## src/rtl/seq_chunk_adder.sv

```systemverilog
// Multi-cycle add/subtract unit: one CHUNK-bit ripple slice per clock,
// valid/ready on both sides, carry-out and signed-overflow flags.
module seq_chunk_adder #(
  parameter int WIDTH = 16,
  parameter int CHUNK = 4
) (
  input  logic             clk,
  input  logic             rst_n,
  input  logic             in_valid,
  output logic             in_ready,
  input  logic [WIDTH-1:0] A,
  input  logic [WIDTH-1:0] B,
  input  logic             Cin,
  input  logic             Sub,
  output logic             out_valid,
  input  logic             out_ready,
  output logic [WIDTH-1:0] Sum,
  output logic             Cout,
  output logic             Ovf
);

  localparam int NCHUNK = WIDTH / CHUNK;
  localparam int IW     = (NCHUNK > 1) ? $clog2(NCHUNK) : 1;
  localparam logic [IW-1:0] LAST = IW'(NCHUNK - 1);

  if (WIDTH % CHUNK != 0) begin : g_chunk_check
    $error("seq_chunk_adder: WIDTH must be a multiple of CHUNK");
  end

  typedef enum logic [1:0] {
    IDLE,
    BUSY,
    DONE
  } state_t;

  state_t state_q;
  state_t state_d;

  logic [WIDTH-1:0] a_q;
  logic [WIDTH-1:0] b_q;
  logic [WIDTH-1:0] sum_q;
  logic             carry_q;
  logic             cout_q;
  logic             ovf_q;
  logic [IW-1:0]    idx_q;

  logic             accept;
  logic             busy;
  logic             last;

  logic [CHUNK-1:0] ch_a;
  logic [CHUNK-1:0] ch_b;
  logic [CHUNK-1:0] ch_s;
  logic             ch_co;
  logic             ch_cmsb;
  logic [WIDTH-1:0] sum_next;

  assign accept = in_valid & in_ready;
  assign busy   = (state_q == BUSY);
  assign last   = busy & (idx_q == LAST);

  // Operands shift down so the active slice always sits in the low bits.
  assign ch_a = a_q[CHUNK-1:0];
  assign ch_b = b_q[CHUNK-1:0];

  always_comb begin
    {ch_co, ch_s} = {1'b0, ch_a} + {1'b0, ch_b}
                  + {{CHUNK{1'b0}}, carry_q};
    ch_cmsb = ch_s[CHUNK-1] ^ ch_a[CHUNK-1] ^ ch_b[CHUNK-1];
  end

  // Result fills from the top; after NCHUNK slices it is fully aligned.
  assign sum_next = (sum_q >> CHUNK)
                  | (WIDTH'(ch_s) << (WIDTH - CHUNK));

  always_ff @(posedge clk or negedge rst_n) begin
    if (!rst_n) begin
      state_q <= IDLE;
    end else begin
      state_q <= state_d;
    end
  end

  always_comb begin
    state_d = state_q;
    unique case (state_q)
      IDLE: if (accept) state_d = BUSY;
      BUSY: if (last) state_d = DONE;
      DONE: if (out_ready) state_d = IDLE;
      default: state_d = IDLE;
    endcase
  end

  always_comb begin
    in_ready  = 1'b0;
    out_valid = 1'b0;
    unique case (1'b1)
      (state_q == IDLE): in_ready  = 1'b1;
      (state_q == DONE): out_valid = 1'b1;
      default: ;
    endcase
  end

  always_ff @(posedge clk or negedge rst_n) begin
    if (!rst_n) begin
      a_q     <= '0;
      b_q     <= '0;
      sum_q   <= '0;
      carry_q <= 1'b0;
      cout_q  <= 1'b0;
      ovf_q   <= 1'b0;
      idx_q   <= '0;
    end else if (accept) begin
      a_q     <= A;
      b_q     <= Sub ? ~B : B;
      carry_q <= Sub | Cin;
      idx_q   <= '0;
    end else if (busy) begin
      a_q     <= a_q >> CHUNK;
      b_q     <= b_q >> CHUNK;
      sum_q   <= sum_next;
      carry_q <= ch_co;
      idx_q   <= idx_q + 1'b1;
      if (last) begin
        cout_q <= ch_co;
        ovf_q  <= ch_cmsb ^ ch_co;
      end
    end
  end

  assign Sum  = sum_q;
  assign Cout = cout_q;
  assign Ovf  = ovf_q;

endmodule

```

## config.mk

```make
export PLATFORM = sky130hd
export DESIGN_NAME = seq_chunk_adder
export DESIGN_NICKNAME = d
export VERILOG_FILES = /design/src/rtl/seq_chunk_adder.sv
export SDC_FILE = /design/constraint.sdc
export NUM_CORES = 1
export LEC_CHECK = 0
export ABC_CLOCK_PERIOD_IN_PS = 1700
export BUFFER_PORTS_ARGS = -buffer_cell sky130_fd_sc_hd__buf_2
export CORE_MARGIN = 5
export CORE_UTILIZATION = 45
export CTS_CLUSTER_DIAMETER = 30
export CTS_CLUSTER_SIZE = 30
export DETAILED_ROUTE_END_ITERATION = 8
export PLACE_DENSITY = 0.83
export SLEW_MARGIN = 40
export SYNTH_ARGS = -nofsm -noshare
export SYNTH_HDL_FRONTEND = slang
export SYNTH_SLANG_ARGS = --single-unit
```

## constraint.sdc

```tcl
create_clock -name clk -period 1.7 [get_ports clk]
set_input_delay 0.34 -clock clk [delete_from_list [all_inputs] [get_ports clk]]
set_output_delay 0.34 -clock clk [all_outputs]
set_load 0.01 [all_outputs]
```

Yosys cells after proc, flatten, opt, wreduce, memory -nomap -nowiden
Index checks and enable logic that the tools add are counted.
- flip-flop bits (word level): 55
- bits in latches: 0
- memory bits (writable): 0
- memory bits (read-only): 0
- output and inout port bits: 20
- word-level logic and storage cells: 46
- memories: 0
- $add $sub $neg: 3
- multiply operators: 0
- divide/modulo/power cells: 0
- $lt $le $gt $ge: 0
- eq/ne operators: 6
- shift-type cells: 0
- muxes and demuxes: 15
- bitwise logic cells: 9
- reduce and logical (&&, ||, !) cells: 5
- operators with widths (kind ; number):
    $mux W16 ; 5
    $not A16 Y16 ; 1
    $or A12 B16 Y16 ; 1
    $mux W2 ; 5
    $pmux W2 S3 ; 1
    $reduce_and A3 Y1 ; 2
    $add A4 B4 Y5 ; 1
    $add A5 B1 Y5 ; 1
    $eq A2 B2 Y1 const B ; 2
    $mux W1 ; 4
    $ne A2 B2 Y1 const B ; 2
    $xor A1 B1 Y1 ; 3
    $add A2 B1 Y2 const B ; 1
    $and A1 B1 Y1 ; 2
    $eq A2 B1 Y1 const B ; 1
    $logic_not A2 Y1 ; 1
    $ne A2 B1 Y1 const B ; 1
    $reduce_and A2 Y1 ; 1
    $reduce_bool A2 Y1 ; 1
    $not A1 Y1 ; 1
    $or A1 B1 Y1 ; 1

Longest topological paths before layout
Gate-level depths: netlist of run 1.
- depth after elaboration: 5
- mapped depth: 8
- mapped depth without buffers: 8

Worst setup path after synthesis of run 1
OpenSTA, ideal clock, no wires.
- kind: reg2reg
- from: register a_q[0]
- to: register ovf_q (netlist: Ovf)
- arrival time: 1.663 ns
- data required time: 1.577 ns
- path slack: -0.085 ns
- stages on the path, launching flop included: 9
- clock period less this slack: 1.785 ns
- cells stage by stage: dfrtp_1 -> fa_1 -> inv_1 -> fa_1 -> nand2b_1 -> a21oi_1 -> xnor2_1 -> xnor2_1 -> o21ai_1
- longest elaborated chain between the ends: 5
- RTL lines (what ; RTL line ; source):
    start, declared ; 39 ; logic [WIDTH-1:0] a_q;
    start signal, assigned ; 119 ; a_q <= a_q >> CHUNK;
    $add A4 B4 Y5 * ; 67 ; {ch_co, ch_s} = {1'b0, ch_a} + {1'b0, ch_b}
    $add A5 B1 Y5 * ; 68 ; + {{CHUNK{1'b0}}, carry_q};
    $xor A1 B1 Y1 (2 in series) ; 69 ; ch_cmsb = ch_s[CHUNK-1] ^ ch_a[CHUNK-1] ^ ch_b[CHUNK-1];
    $xor A1 B1 Y1 * ; 126 ; ovf_q <= ch_cmsb ^ ch_co;
    end signal, assigned ; 126 ;
    end, declared ; 44 ; logic ovf_q;
Every way passes the cells marked *; elsewhere a longest branch is shown, timed or not.
A chain may end at the register's enable or synchronous reset.

Worst setup path in the final report of run 1
Ends and elaborated chain as after synthesis.

==> results.md, run 1 <==
Placed design:
- The setup slack after placement is -0.108 ns.
- Once placement finished, the instance area stood at 2920 sq um.
- Buffers placed on the I/O ports in this run total 57.
- Once detailed placement completed, the half-perimeter wirelength came to 3.79 mm.
- The global placer's final weighted congestion is a little over 0.8.
- Once placement completed, the tool counted placed cells totaling 375.

Logic synthesis:
- After synthesis, the share of flip-flops with an asynchronous set or reset is between 90% and 100%.
- Counting instances in the post-synthesis netlist gives the leading cell types as nand2_1 (79), dfrtp_1 (55), xnor2_1 (18).
- The area of the mapped netlist is 2530 sq um.
- Counting flops and latches in the post-synthesis netlist gives 55.
- The number of distinct library cell variants in the gate-level netlist after synthesis is 27.
- The post-synthesis average cell area is 9.97 sq um.
- The number of synthesized flops with an enable pin is 0.
- The warning count from the yosys run is 0.
- The most common cell in the netlist is nand2_1.
- Among all flip-flop cells after synthesis, the most frequent one is dfrtp_1.
- The post-synthesis instance total is 254.
- dfrtp_1 takes more of the synthesized area than any other cell.
- Synthesis produced a netlist with a net count of 298.
- Summing the sequential cell areas from Yosys gives a little over half of the chip area.
- The area fraction of the dominant cell type after synthesis is 54.4%.
- Yosys attributes the largest share of cell area to dfrtp_1 (54%), nand2_1 (12%), xnor2_1 (6.2%), a221o_1 (5.1%), a22oi_1 (3.6%).

Detailed routing:
- The number of vias after detailed routing is 1,946.
- After the first detailed-routing iteration, the DRC count stood at 71.
- The average vias per placed instance is 5.04.
- The aggregate routed wire length is 5.18 mm.
- The number of DRC violations after detailed routing is 0.
- In this run the remaining antenna-violating nets after routing total 0.
- The wire length per cell is 13.4 um.
- The first detailed-routing pass ran for 4 iterations.

GRT:
- The number of antenna violations at the first check in global routing is 0.
- Global routing consumed, over all layers together, between 10% and 20% of the routing resources.
- The total overflow left after global routing is 0.
- The first-pass GRT wire length is about 9 mm.
- The number of global-route vias before repair was around 1,900.
- The pin count of the biggest net entering global routing is 36.

Pwr:
- The leakage power is approximately 1.5 nW.
- In this run the power density over the cells is 1930 nW/um^2.
- The part of the power in registers is 39.2%.
- For this design the total switching power over the nets is about 0.0024 W.
- The worst-case IR drop observed on VDD is 0.913 mV.
- The proportion of total power due to net switching is roughly two fifths.
- The clock group share of total power is 12.4%.
- Internal power comes to ~0.0035 W.
- Per report_power, the combinational group accounts for between 40% and 50% of the total.

Die:
- The core footprint is 5470 sq um.
- The die covers 7230 sq um.
- The initial cell density of the core is between 40% and 50%.
- Pin placement for this block handled 58 I/O pins.
- The floorplan step set the die height to between 80 and 90 um.
- The floorplan has 27 rows.
- Measured along the x axis, the die boundary spans 85 um.

Timing:
- The sum of negative setup slack is -0.174 ns.
- Setup repair after global routing could not meet its margin everywhere.
- Setup violations remaining at the end of the flow were counted as 2.
- The total count of max-transition violations in the final report is 0.
- The upper clock frequency limit is roughly 550 MHz.
- The worst-case headroom to the max-slew limit is 68.1%.
- Setup slack on the critical path of the routed design comes to -0.104 ns.
- The clock tree skew after final layout is 0.0111 ns.
- After layout, the worst path uses 106% of the clock period.
- The count of endpoints failing hold in the final timing report is 0.
- For the pin with the worst max-slew slack, the measured transition is 0.478 ns.
- The final period demand of the worst path is approximately 1.8 ns.

Finish:
- 0 antenna diodes ended up in the layout.
- For this run, the number of standard cells in the final layout without fillers is 386.
- The fraction of final layout cells with drive strength greater than 1 is 27.1%.
- The post-route cell area is 3040 sq um.
- In the final design database the tool counted 357 nets.
- Compared with the post-synthesis result, the final layout area differs by 20.2%.

Clocking:
- The buffer type at the clock tree root is clkbuf_8.
- TritonCTS built the clock tree.
- The clock latency reported for the late side of the worst-skew pair is 0.32 ns.
- After clock tree synthesis, the clock-pin slew on the worst setup and hold paths is 0.10 ns.
- The maximum number of buffers from clock root to sink is 2.
- The number of sinks handled by clock tree synthesis is 55.
- The number of clock buffers inserted by TritonCTS is 5.
- The maximum level of the CTS H-tree is 2.

Worst setup path:
- STA classifies the critical path endpoint as a register.
- The worst setup path is launched from a register.
- The cell family contributing the most delay on the critical path is adder cells.
- For the worst setup path, the data arrival time is between 2 and 2.5 ns.
- At the worst endpoint, the required time is 1.90 ns.
- The most used cell along the critical path is fa_2.
- The delay of the slowest critical-path stage is 0.40 ns.
- The slowest cell on the critical path is dfrtp_1.
- Of all nets on the critical path, the largest fanout is 3.
- The category of the critical setup timing path is reg -> reg.
- The worst path buffer plus inverter count is 1.
- Traced cell by cell, the critical path runs through fa_2, inv_2, fa_2, nand2b_4, a21oi_4, xnor2_2, xnor2_1, o21ai_1.

Run:
- Max-cap violations in this run came to 0.

Outcome:
- The run finished, with violations left.
- The checks that failed: negative setup slack.

Worst hold path:
- The type of the tightest min-delay check is in -> reg.
-- placed cells by master, fill, tap and decap left out, drive strengths merged, types with 2 or more instances in the layout --
cell type,instances
nand2,79
clkbuf,6
nand3,4
fa,2
nor2,16
o21ai,17
clkinv,2
a221o,13
xnor2,18
dfrtp,55
inv,4
a22oi,12
a21oi,2
xor2,3
ha,4
buf,68
nand2b,2
-- final cells by class --
type | instances | area (sq um)
clock buffer | 6 | 72.6
timing repair buffer | 69 | 390
tap | 72 | 90.1
sequential | 55 | 1380
multi-input combinational | 178 | 1080
clock inverter | 2 | 17.5
fill | 514 | 2430
inverter | 4 | 15.0
-- power groups by stage --
stage / Combinational [W] / Clock (W) / Sequential [W]
floorplan: 0.00201 / 0 / 0.00232
global placement: 0.00268 / 0 / 0.00229
detailed placement: 0.00277 / 0 / 0.00233
CTS: 0.00289 / 0.000750 / 0.00230
global route: 0.00323 / 0.000811 / 0.00238
finish: 0.00285 / 0.000728 / 0.00230
-- per-layer routing --
layer	vias up	part of all wire, %	global-route usage [%]
met5	-	0	0
met4	0	1.5	4.46
met3	8	6.7	4.47
met2	61	46	22.0
met1	913	46	22.1
li1	964	-	-
-- state kept, by name, indices dropped and copies added (netlist names) --
register  flops
state_q       2
Sum          16
Cout          1
b_q          16
idx_q         2
Ovf           1
carry_q       1
a_q          16
-- repair_timing --
item	4_1_cts	5_1_grt
endpoints found under the setup margin	2	4
hold buffers	1	0
setup buffers	2	0
pin swaps	3	1
resized for setup	2	0
endpoints found under the hold margin	20	0
-- kinds of logic after synthesis --
group / count (synthesis) / synth area share [%]
DFF: 55 / 54.4
muxes: 1 / 0.445
buffers and inverters: 21 / 4.50
and+or+nand+nor: 105 / 17.1
AOI/OAI and AO/OA: 45 / 12.8
adders and majority gates: 6 / 3.56
xor gates and xnor gates: 21 / 7.27
-- per-stage QoR --
stage / util [%] / hold WS (ns) / power [W]
after floorplan: - / 0.0444 / 0.00433
after global placement: 53.3 / 0.322 / 0.00496
after detailed placement: 53.3 / 0.323 / 0.00510
after CTS: 55.6 / 0.207 / 0.00594
after global routing: 55.6 / 0.222 / 0.00642
final: 55.6 / 0.213 / 0.00588
-- final timing paths --
check / from / to / slack [ns] / depth (start not counted)
max: a_q[0] / Ovf / -0.10 / 8
min: A[12] / a_q[12] / 0.21 / 3
max reg2reg: a_q[0] / Ovf / -0.10 / 8
min reg2reg: Sum[2] / Sum[2] / 0.47 / 2
max in group asynchronous: rst_n / b_q[4] / 0.65 / 3
min in group asynchronous: rst_n / Sum[2] / 0.51 / 2
-- worst register-to-register path, stage by stage (launching register included) --
cell	delay (ns)
dfrtp_1	0.40
fa_2	0.23
inv_2	0.04
fa_2	0.34
nand2b_4	0.16
a21oi_4	0.17
xnor2_2	0.13
xnor2_1	0.13
o21ai_1	0.08
Note: power is estimated with default switching activity, not from simulation.
==> run 2: changes to the inputs <==
--- a/config.mk
+++ b/config.mk
@@ -6,13 +6,15 @@
 export NUM_CORES = 1
 export LEC_CHECK = 0
 export ABC_CLOCK_PERIOD_IN_PS = 1700
-export BUFFER_PORTS_ARGS = -buffer_cell sky130_fd_sc_hd__buf_2
+export CELL_PAD_IN_SITES_DETAIL_PLACEMENT = 0
+export CELL_PAD_IN_SITES_GLOBAL_PLACEMENT = 1
 export CORE_MARGIN = 5
-export CORE_UTILIZATION = 45
+export CORE_UTILIZATION = 43
 export CTS_CLUSTER_DIAMETER = 30
 export CTS_CLUSTER_SIZE = 30
 export DETAILED_ROUTE_END_ITERATION = 8
-export PLACE_DENSITY = 0.83
+export DONT_BUFFER_PORTS = 1
+export PLACE_DENSITY = 0.87
 export SLEW_MARGIN = 40
 export SYNTH_ARGS = -nofsm -noshare
 export SYNTH_HDL_FRONTEND = slang
==> results.md, run 2 (synthesis results as in run 1) <==
Outcome:
- The run finished, with violations left.
- The final reports fail on negative setup slack.

Timing:
- The total setup violations reported at the end of the flow is 1 (-1).
- The upper clock frequency limit is 563 MHz (+1.6%).
- The clock tree skew after final layout is 0.00546 ns (-0.00567 ns).
- The worst-case headroom to the max-slew limit is 75.9% (+7.8 points).
- The total count of max-transition violations in the final report was 0 (unchanged).
- The sum of negative setup slack came to -0.0763 ns (+0.0982 ns).
- The count of endpoints failing hold in the final timing report is 0 (unchanged).
- The actual transition at the worst max-transition pin is 0.362 ns (-0.117 ns).
- The post-route fraction of the period consumed by the critical path came to 104% (-1.6 points).
- The final period demand of the worst path is 1.78 ns (-0.0277 ns).
- Setup repair after global routing could not meet its margin everywhere.
- The post-layout worst setup margin is -0.0763 ns (+0.0277 ns).
- The minimum hold slack is 0.133 ns (-0.0798 ns).

GRT:
- The pin count of the biggest net entering global routing came to 56 (+56%).
- The number of antenna violations at the first check in global routing was 0 (unchanged).
- The global-route total usage across every layer is 14.6% (-0.67 points).
- The first-pass GRT wire length is 8.51 mm (-4.2%).
- The final global-route overflow total is 0 (unchanged).
- The number of global-route vias before repair is 1,761 (-5.0%).

Detailed routing:
- The wire length per cell is 15.3 um (+14%).
- The average vias per placed instance was 5.12 (+1.6%).
- The number of search-and-repair iterations in the first detailed-routing pass is 4 (unchanged).
- The residual antenna-violating net count after detailed routing was 0 (unchanged).
- The number of vias after detailed routing is 1,706 (-12%).
- The aggregate routed wire length is 5.10 mm (-1.5%).
- The starting DRC count in detailed routing was 73 (+2.8%).
- The number of DRC violations after detailed routing is 0 (unchanged).

Finish:
- The top cell types in the final layout, fill and taps aside, are nand2_1 (79), dfrtp_1 (55), xnor2_1 (17), o21ai_0 (16), nor2_1 (14).
- The fraction of final layout cells with drive strength greater than 1 is 11.6% (-15 points).
- The number of fill cells is 562 (+9.3%).
- The area taken by flip-flops and latches is 1380 sq um (unchanged).
- The final layout net count is 301 (-16%).
- Leaving out fill and tap cells, the most frequent cell in the layout is nand2_1.
- The total area of multi-input combinational cells is 1080 sq um (unchanged).
- From synthesis to final layout, the design area changed by 11.6%.
- The number of inserted diodes came to 0 (unchanged).

Die:
- The number of core rows is 28 (+3.7%).
- The number of top-level design ports is 58 (unchanged).
- The die extent in x is 86.7 um (+2.0%).
- The core footprint is 5820 sq um (+6.3%).
- The full die area is 7520 sq um (+4.1%).
- The initial cell density of the core is 43.5% (-2.7 points).
- The die boundary height was 86.7 um (+2.0%).

Worst setup path:
- The required time reported for the critical path endpoint is 1.91 ns (about the same).
- The biggest fanout along the worst timing path is 3 (unchanged).
- The endpoint identified for the worst register-to-register timing path is Ovf.
- The reg-to-reg setup timing slack is -0.08 ns (+0.03 ns).
- The critical path startpoint category is a register.
- The kind of end point of the critical path is a register.
- The startpoint of the lowest-slack register-to-register path is carry_q.
- The data arrival at the endpoint of the critical path was 1.99 ns (-0.02 ns).
- The depth of the most critical reg-to-reg path is 8 (unchanged).
- The worst setup path is of the reg -> reg kind.

Pwr:
- The post-route total power is 0.00599 W (+1.9%).
- The worst IR drop on VDD is 0.859 mV (-5.9%).
- The leakage power is 1.34 nW (-13%).
- The power density over cell area came to 2120 nW/um^2 (+9.8%).

Worst hold path:
- The path with the worst hold slack has its endpoint at state_q[1].
- The tightest min-delay check is of the in -> reg type.
- The instance count along the most critical hold path is 1 (-2).
- The startpoint identified for the worst hold timing path is out_ready.

Placed design:
- The total half-perimeter wirelength after legalization and detailed placement is 3.54 mm (-6.7%).
- The quantity of I/O buffers inserted on ports came to 0 (-100%).
- The global placer's final weighted congestion came to 0.772 (-5.1%).

Clocking:
- The clock latency reported for the late side of the worst-skew pair is 0.32 ns (about the same).
- The tree is rooted in a clkbuf_8.
- The maximum level of the CTS H-tree is 2 (unchanged).
- The number of clock buffers inserted by TritonCTS is 5 (unchanged).
- The clock-pin slew of the registers on the worst-case setup and hold paths was 0.10 ns (about the same).
- TritonCTS built the clock tree.
- The maximum number of buffers from clock root to sink came to 2 (unchanged).
- The number of sinks handled by clock tree synthesis came to 55 (unchanged).

Run:
- The total of max-cap violations was 0 (unchanged).
-- run 2: changes by cell type in the layout (fill, tap and decap cells not counted) --
cell and delta:
buf_12 -1, clkinv_4 -2, buf_16 +1, clkbuf_1 -1, buf_2 -57, bufinv_16 +2, inv_8 +1, buf_4 +1
-- run 2: per-layer routing --
layer / global-route usage [%] / share of wire (%) / vias up
met5: 0 / 0 / -
met4: 6.52 / 1.5 / 0
met3: 5.23 / 8.7 / 9
met2: 21.1 / 45 / 58
met1: 19.5 / 45 / 795
li1: - / - / 844
-- run 2: how the worst max path moves through the flow --
stage / from / endpoint / slack (ns) / depth (start not counted)
2_1_floorplan: a_q[0] / Ovf / -0.006 / 8
3_3_place_gp: a_q[0] / Ovf / -0.04 / 8
3_5_place_dp: a_q[0] / Ovf / -0.12 / 8
4_1_cts: carry_q / Ovf / -0.08 / 8
5_1_grt: carry_q / Ovf / -0.15 / 8
6_report: carry_q / Ovf / -0.08 / 8
-- run 2: critical path, stage by stage (launching register included) --
cell,delay [ns]
dfrtp_1,0.41
fa_2,0.23
inv_2,0.04
fa_2,0.34
nand2b_4,0.15
a21oi_4,0.18
xnor2_2,0.13
xnor2_1,0.13
o21ai_1,0.07
-- run 2: what timing repair did --
action,CTS,global route
gates cloned,0,0
hold endpoints to repair,55,0
setup endpoints to repair,1,4
hold buffers,2,0
resized for setup,2,0
setup buffers,0,1
pin swaps,2,1
-- run 2: cell type report --
type | count | share of cell area [%]
well taps | 75 | 3.32
clock buffers | 5 | 2.44
repair buffers | 13 | 4.25
multi-input cells | 178 | 38.2
flip-flops and latches | 55 | 48.7
inverters | 4 | 0.531
clock inverters | 3 | 2.52
-- run 2: metrics by stage --
step / instance area [sq um] / instances / utilization [%] / setup WS (ns)
floorplan: 2550 / 254 / - / -0.00620
finish: 2830 / 333 / 48.6 / -0.0763
detailed placement: 2630 / 322 / 45.3 / -0.118
global route: 2830 / 333 / 48.6 / -0.149
global placement: 2630 / 322 / 45.3 / -0.0416
CTS: 2820 / 332 / 48.5 / -0.0760
-- run 2: power breakdown --
group | leakage [nW] | internal [W] | switching, W
Combinational | 0.573 | 0.00114 | 0.00140
Clock | 0.0703 | 0.000598 | 0.000446
Sequential | 0.698 | 0.00191 | 0.000506
